===== src/rtl/encoder_pkg.sv =====
// rtl/encoder_pkg.sv - shared widths, state type and bit helper for the 16-to-4 sequential encoder
package encoder_pkg;

  localparam int CODE_W = 4;
  localparam int N      = 1 << CODE_W;

  typedef enum logic [1:0] {
    IDLE = 2'd0,
    SCAN = 2'd1,
    FIN  = 2'd2
  } state_t;

  // Clears the lowest set bit; zero result on a nonzero input means it was one-hot.
  function automatic logic [N-1:0] clear_lowest(input logic [N-1:0] v);
    return v & (v - {{(N-1){1'b0}}, 1'b1});
  endfunction

endpackage


===== src/rtl/encoder_16x4_seq_if.sv =====
// rtl/encoder_16x4_seq_if.sv - request load and code handshake bundle of the sequential encoder
interface encoder_16x4_seq_if;
  import encoder_pkg::*;

  logic              load;
  logic [N-1:0]      d_in;
  logic              busy;
  logic              valid;
  logic              ready;
  logic [CODE_W-1:0] code;
  logic              last;
  logic              done;

  modport master (
    output load, d_in, ready,
    input  busy, valid, code, last, done
  );

  modport slave (
    input  load, d_in, ready,
    output busy, valid, code, last, done
  );

endinterface


===== src/rtl/prio_enc_16x4.sv =====
// rtl/prio_enc_16x4.sv - combinational lowest-set-bit encoder with any and one_hot flags
module prio_enc_16x4
  import encoder_pkg::*;
(
  input  logic [N-1:0]      vec,
  output logic [CODE_W-1:0] idx,
  output logic              any,
  output logic              one_hot
);

  // Scan from the top down so the lowest set bit is the final assignment.
  always_comb begin
    idx = '0;
    for (int i = N - 1; i >= 0; i--) begin
      if (vec[i]) idx = CODE_W'(i);
    end
  end

  assign any     = |vec;
  assign one_hot = any && (clear_lowest(vec) == '0);

endmodule


===== src/rtl/encoder_16x4_seq.sv =====
// rtl/encoder_16x4_seq.sv - latches a request vector and emits each set index, lowest first, one per handshake
module encoder_16x4_seq
  import encoder_pkg::*;
(
  input  logic               clk,
  input  logic               rst,
  encoder_16x4_seq_if.slave  bus
);

  state_t            state;
  logic [N-1:0]      pending;
  logic [CODE_W-1:0] low_idx;
  logic              any_set;
  logic              single;

  prio_enc_16x4 u_prio (
    .vec     (pending),
    .idx     (low_idx),
    .any     (any_set),
    .one_hot (single)
  );

  always_ff @(posedge clk or posedge rst) begin
    if (rst) begin
      state   <= IDLE;
      pending <= '0;
    end else begin
      case (state)
        IDLE: begin
          if (bus.load) begin
            pending <= bus.d_in;
            state   <= SCAN;
          end
        end
        SCAN: begin
          // A zero vector still passes through FIN so every accepted load ends with done.
          if (!any_set) begin
            state <= FIN;
          end else if (bus.ready) begin
            pending <= clear_lowest(pending);
            if (single) state <= FIN;
          end
        end
        FIN:     state <= IDLE;
        default: state <= IDLE;
      endcase
    end
  end

  assign bus.busy  = (state != IDLE);
  assign bus.valid = (state == SCAN) && any_set;
  assign bus.code  = bus.valid ? low_idx : '0;
  assign bus.last  = bus.valid && single;
  assign bus.done  = (state == FIN);

endmodule


===== src/flat_wrapper.sv =====
// flat-port wrapper written by rule: the top's interface ports become plain ports
module encoder_16x4_seq_flat import encoder_pkg::*;
  (clk, rst, bus_load, bus_d_in, bus_ready, bus_busy, bus_valid, bus_code, bus_last, bus_done);
  encoder_16x4_seq_if bus_i ();
  input  logic clk;
  input  logic rst;
  input wire logic [$bits(bus_i.load)-1:0] bus_load;
  input wire logic [$bits(bus_i.d_in)-1:0] bus_d_in;
  input wire logic [$bits(bus_i.ready)-1:0] bus_ready;
  output wire logic [$bits(bus_i.busy)-1:0] bus_busy;
  output wire logic [$bits(bus_i.valid)-1:0] bus_valid;
  output wire logic [$bits(bus_i.code)-1:0] bus_code;
  output wire logic [$bits(bus_i.last)-1:0] bus_last;
  output wire logic [$bits(bus_i.done)-1:0] bus_done;
  assign bus_i.load = bus_load;
  assign bus_i.d_in = bus_d_in;
  assign bus_i.ready = bus_ready;
  assign bus_busy = bus_i.busy;
  assign bus_valid = bus_i.valid;
  assign bus_code = bus_i.code;
  assign bus_last = bus_i.last;
  assign bus_done = bus_i.done;
  encoder_16x4_seq u_core (.clk(clk), .rst(rst), .bus(bus_i));
endmodule

===== config.mk =====
export PLATFORM = sky130hd
export DESIGN_NAME = encoder_16x4_seq_flat
export DESIGN_NICKNAME = d
export VERILOG_FILES = /design/src/rtl/encoder_pkg.sv /design/src/rtl/encoder_16x4_seq_if.sv /design/src/rtl/prio_enc_16x4.sv /design/src/rtl/encoder_16x4_seq.sv /design/src/flat_wrapper.sv
export SDC_FILE = /design/constraint.sdc
export NUM_CORES = 1
export LEC_CHECK = 0
export CAP_MARGIN = 20
export CORE_MARGIN = 2
export CORE_UTILIZATION = 45
export DETAILED_ROUTE_END_ITERATION = 7
export HOLD_SLACK_MARGIN = 0.1
export PLACE_DENSITY_LB_ADDON = 0.1
export SLEW_MARGIN = 20
export SYNTH_ARGS = -nofsm -noshare
export SYNTH_HDL_FRONTEND = slang
export SYNTH_SLANG_ARGS = --single-unit

===== constraint.sdc =====
create_clock -name clk -period 5.8 [get_ports clk]
set_clock_uncertainty 0.05 [all_clocks]
set_input_delay 0.87 -clock clk [delete_from_list [all_inputs] [get_ports clk]]
set_output_delay 0.87 -clock clk [all_outputs]
set_load 0.01 [all_outputs]

==> flow_summary.yaml <==
synthesis:
  synth.avg_cell_area_um2: 8.79
  synth_edf_count: 0
  synth-warning-count: 0
  post_synth_num_cell_types: 37
  synth.ff_latch_count: 18
  async_reset_ff_frac: 1.00
  synth.net_count: 161
  syn-cell-area_um2: 1240
  ys_seq_area_frac: 0.363
  synth-main-ff-cell: "sky130_fd_sc_hd__dfrtp_1"
  post_synth_inst_count: 141
power:
  switching_power_uw: 342
  cellInternalPower_uw: 415
  share_of_power_burned_in_combinational_logic: 0.502
  static-leakage-power_nw: 0.613
  vdd_ir_drop_max_uv: 346
  power.share.sequential: 0.411
  finalPower_uw: 758
  sw_frac_of_total: 0.452
  cell_area_power_density_nw_per_um2: 500
  p_clk_frac: 0.088
hold_path:
  sink_of_the_worst_hold_path: "u_core.pending[15]$_DFFE_PP0P_"
  hold_class: "reg -> reg"
  worst_hold_startpoint: "u_core.pending[15]$_DFFE_PP0P_"
  holdPathStages: 1
setup_path:
  worstSetupPathType: "reg -> out"
  critPathCaptureType: "primary output"
  critPathLaunch: "u_core.pending[1]$_DFFE_PP0P_"
  crit-reg2reg-capture: "u_core.pending[15]$_DFFE_PP0P_"
  cp_data_required_time_ns: 4.88
  worstPathArrival_ns: 3.55
  critical_path.slowest_cell: "sky130_fd_sc_hd__or4_1"
  cp_cell_sequence: "or4_1 -> o41a_1 -> a221o_1 -> or4_4 -> nor3_1 -> clkdlybuf4s50_1"
  timing.reg2reg.worst_path_depth: 6
  worst_setup_path_start_kind: "flip-flop"
  cp.buffers_inverters: 1
  critical_path.reg2reg.startpoint: "u_core.pending[1]$_DFFE_PP0P_"
  cp_max_fo: 14
  worst_path_largest_cell_delay_ns: 0.76
  timing.critical_path.max_delay_family: "simple AND/OR/NAND/NOR gates"
  worst-r2r-setup-slack_ns: 2.75
floorplanning:
  start_util: 0.462
  die_w_um: 56.5
  fp-row-count: 19
  die-height_um: 56.5
  fp.dieArea_um2: 3190
  boundaryPins: 28
  coreArea_um2: 2690
route:
  post_drt_wl_per_cell_um: 16.8
  post_drt_via_cell_ratio: 6.17
  drc: 0
  route.vias.total: 1179
  detailedRoute.firstPassIterationCount: 4
  wirelength_mm: 3.21
  drt_iter0_drc: 48
  detail-route-antenna-nets: 0
finish:
  regArea_um2: 450
  syn_to_final_growth_pct: 22.2
  final_net_count: 182
  drive_above_1_share: 0.0563
  final_util: 0.564
  antenna_cells_inserted: 0
  final_common_cell: "sky130_fd_sc_hd__clkdlybuf4s50_1"
  top_library_cells_by_usage_in_the_layout_fill_and_taps_aside: "sky130_fd_sc_hd__clkdlybuf4s50_1, sky130_fd_sc_hd__dfrtp_1, sky130_fd_sc_hd__nor2_1"
  fill_cells: 265
  final_area_um2: 1520
  area_taken_by_multi_input_logic_gates_um2: 696
grt:
  vias_in_the_first_global_route: 1140
  grt_use_total: 0.211
  grt_max_degree: 19
  grt_remaining_overflow: 0
  initial_antenna_violation_count: 0
  global_route_wire_length_before_repair_mm: 5.33
sta:
  transition_time_at_the_pin_with_the_least_slew_margin_ns: 1.03
  unrepaired_setup_endpoints_after_global_routing: "no"
  final_period_minus_worst_setup_slack_ns: 4.47
  whs_ns: 0.561
  tns_ns: 0
  finalHoldViolCount: 0
  fin_crit_sh: 0.770
  fmaxAchievable_mhz: 224
  report.final.setup_viol: 0
  maxSlewHeadroom: 0.314
  drv_slew: 0
clock_tree:
  clock_tree.buffer_depth: 2
  cts_post_setup_buffers_inserted: 0
  postCtsResizedCells: 0
  cts_tree: "yes"
  ctsRootBufferMaster: "sky130_fd_sc_hd__clkbuf_4"
  cts.sink_count: 18
  cts_hold_buf: 0
  clock_transition_at_the_register_clock_pins_on_the_worst_setup_and_hold_paths_after_cts_ns: 0.11
  cts_buffers: 3
  ctsHtreeMaxLevel: 1
  clk_latency_worst_skew_pair_ns: 0.30
placement:
  place_congestion: 0.811
  buffer_ports.inserted: 27
  placement.cell_area_um2: 1490
  dp_hpwl_mm: 2.24
job:
  cap_violations: 0
status:
  status: "complete, no violations"
flip-flops by register name (all words and copies together) (netlist names):
| register | count |
|---|---|
| u_core.pending | 16 |
| u_core.state | 2 |
routing by layer:
| layer | track usage | vias to the layer above | wire length, um |
|---|---|---|---|
| met4 | 0.0714 | 0 | 37 |
| met2 | 0.332 | 39 | 1480 |
| met5 | 0 | - | 0 |
| met1 | 0.292 | 550 | 1540 |
| li1 | - | 585 | - |
| met3 | 0.0369 | 5 | 154 |
synthesized netlist by cell type, drive strengths merged, types with 2 or more instances:
cell type	count	area, um2
clkbuf	7	26.3
a221o	13	130
or4	4	33.8
buf	5	37.5
o211a	2	20.0
nor4	3	18.8
a211oi	2	15.0
a21o	2	15.0
o21ai	6	30.0
or3	4	25.0
nand2	8	30.0
mux2	2	22.5
o21bai	2	15.0
a2111oi	4	35.0
dfrtp	18	450
nor3	5	25.0
o31ai	4	30.0
and3	5	31.3
a21oi	3	15.0
nor2b	2	12.5
a31oi	2	12.5
nand2b	3	18.8
or2	2	12.5
nor2	15	56.3
inv	8	30.0
kinds of logic after synthesis:
| group | after synthesis | synth area share |
|---|---|---|
| adders and majority gates | 1 | 0.00807 |
| AOI/OAI and AO/OA | 47 | 0.307 |
| buffers and inverters | 20 | 0.0757 |
| muxes | 3 | 0.0262 |
| and+or+nand+nor | 52 | 0.220 |
| DFF | 18 | 0.363 |
power groups by stage:
stage,clock network (mW),logic (mW),registers [mW]
after CTS,0.0687,0.383,0.309
after detailed placement,0,0.380,0.310
after floorplan,0,0.331,0.246
after global placement,0,0.379,0.307
final,0.0665,0.380,0.311
after global routing,0.0728,0.420,0.324
cell type report:
| cell class | count | share of cell area |
|---|---|---|
| Clock buffer | 3 | 0.0149 |
| Tap cell | 31 | 0.0256 |
| Inverter | 8 | 0.0198 |
| Multi-Input combinational cell | 103 | 0.459 |
| Sequential cell | 18 | 0.297 |
| Timing Repair Buffer | 28 | 0.183 |
metrics by stage:
step                      cells  worst slack (ns)
after CTS                   191              1.35
final                       191              1.33
after global routing        191              1.16
after floorplan             141              2.36
after detailed placement    188              1.71
after global placement      188              1.74
how the worst max path moves through the flow:
stage | end | cells past startpoint
2_1_floorplan | bus_last | 7
5_1_grt | bus_last | 6
4_1_cts | bus_last | 6
3_5_place_dp | bus_last | 6
3_3_place_gp | bus_last | 6
6_report | bus_last | 6
(Power assumes the default switching activity.)
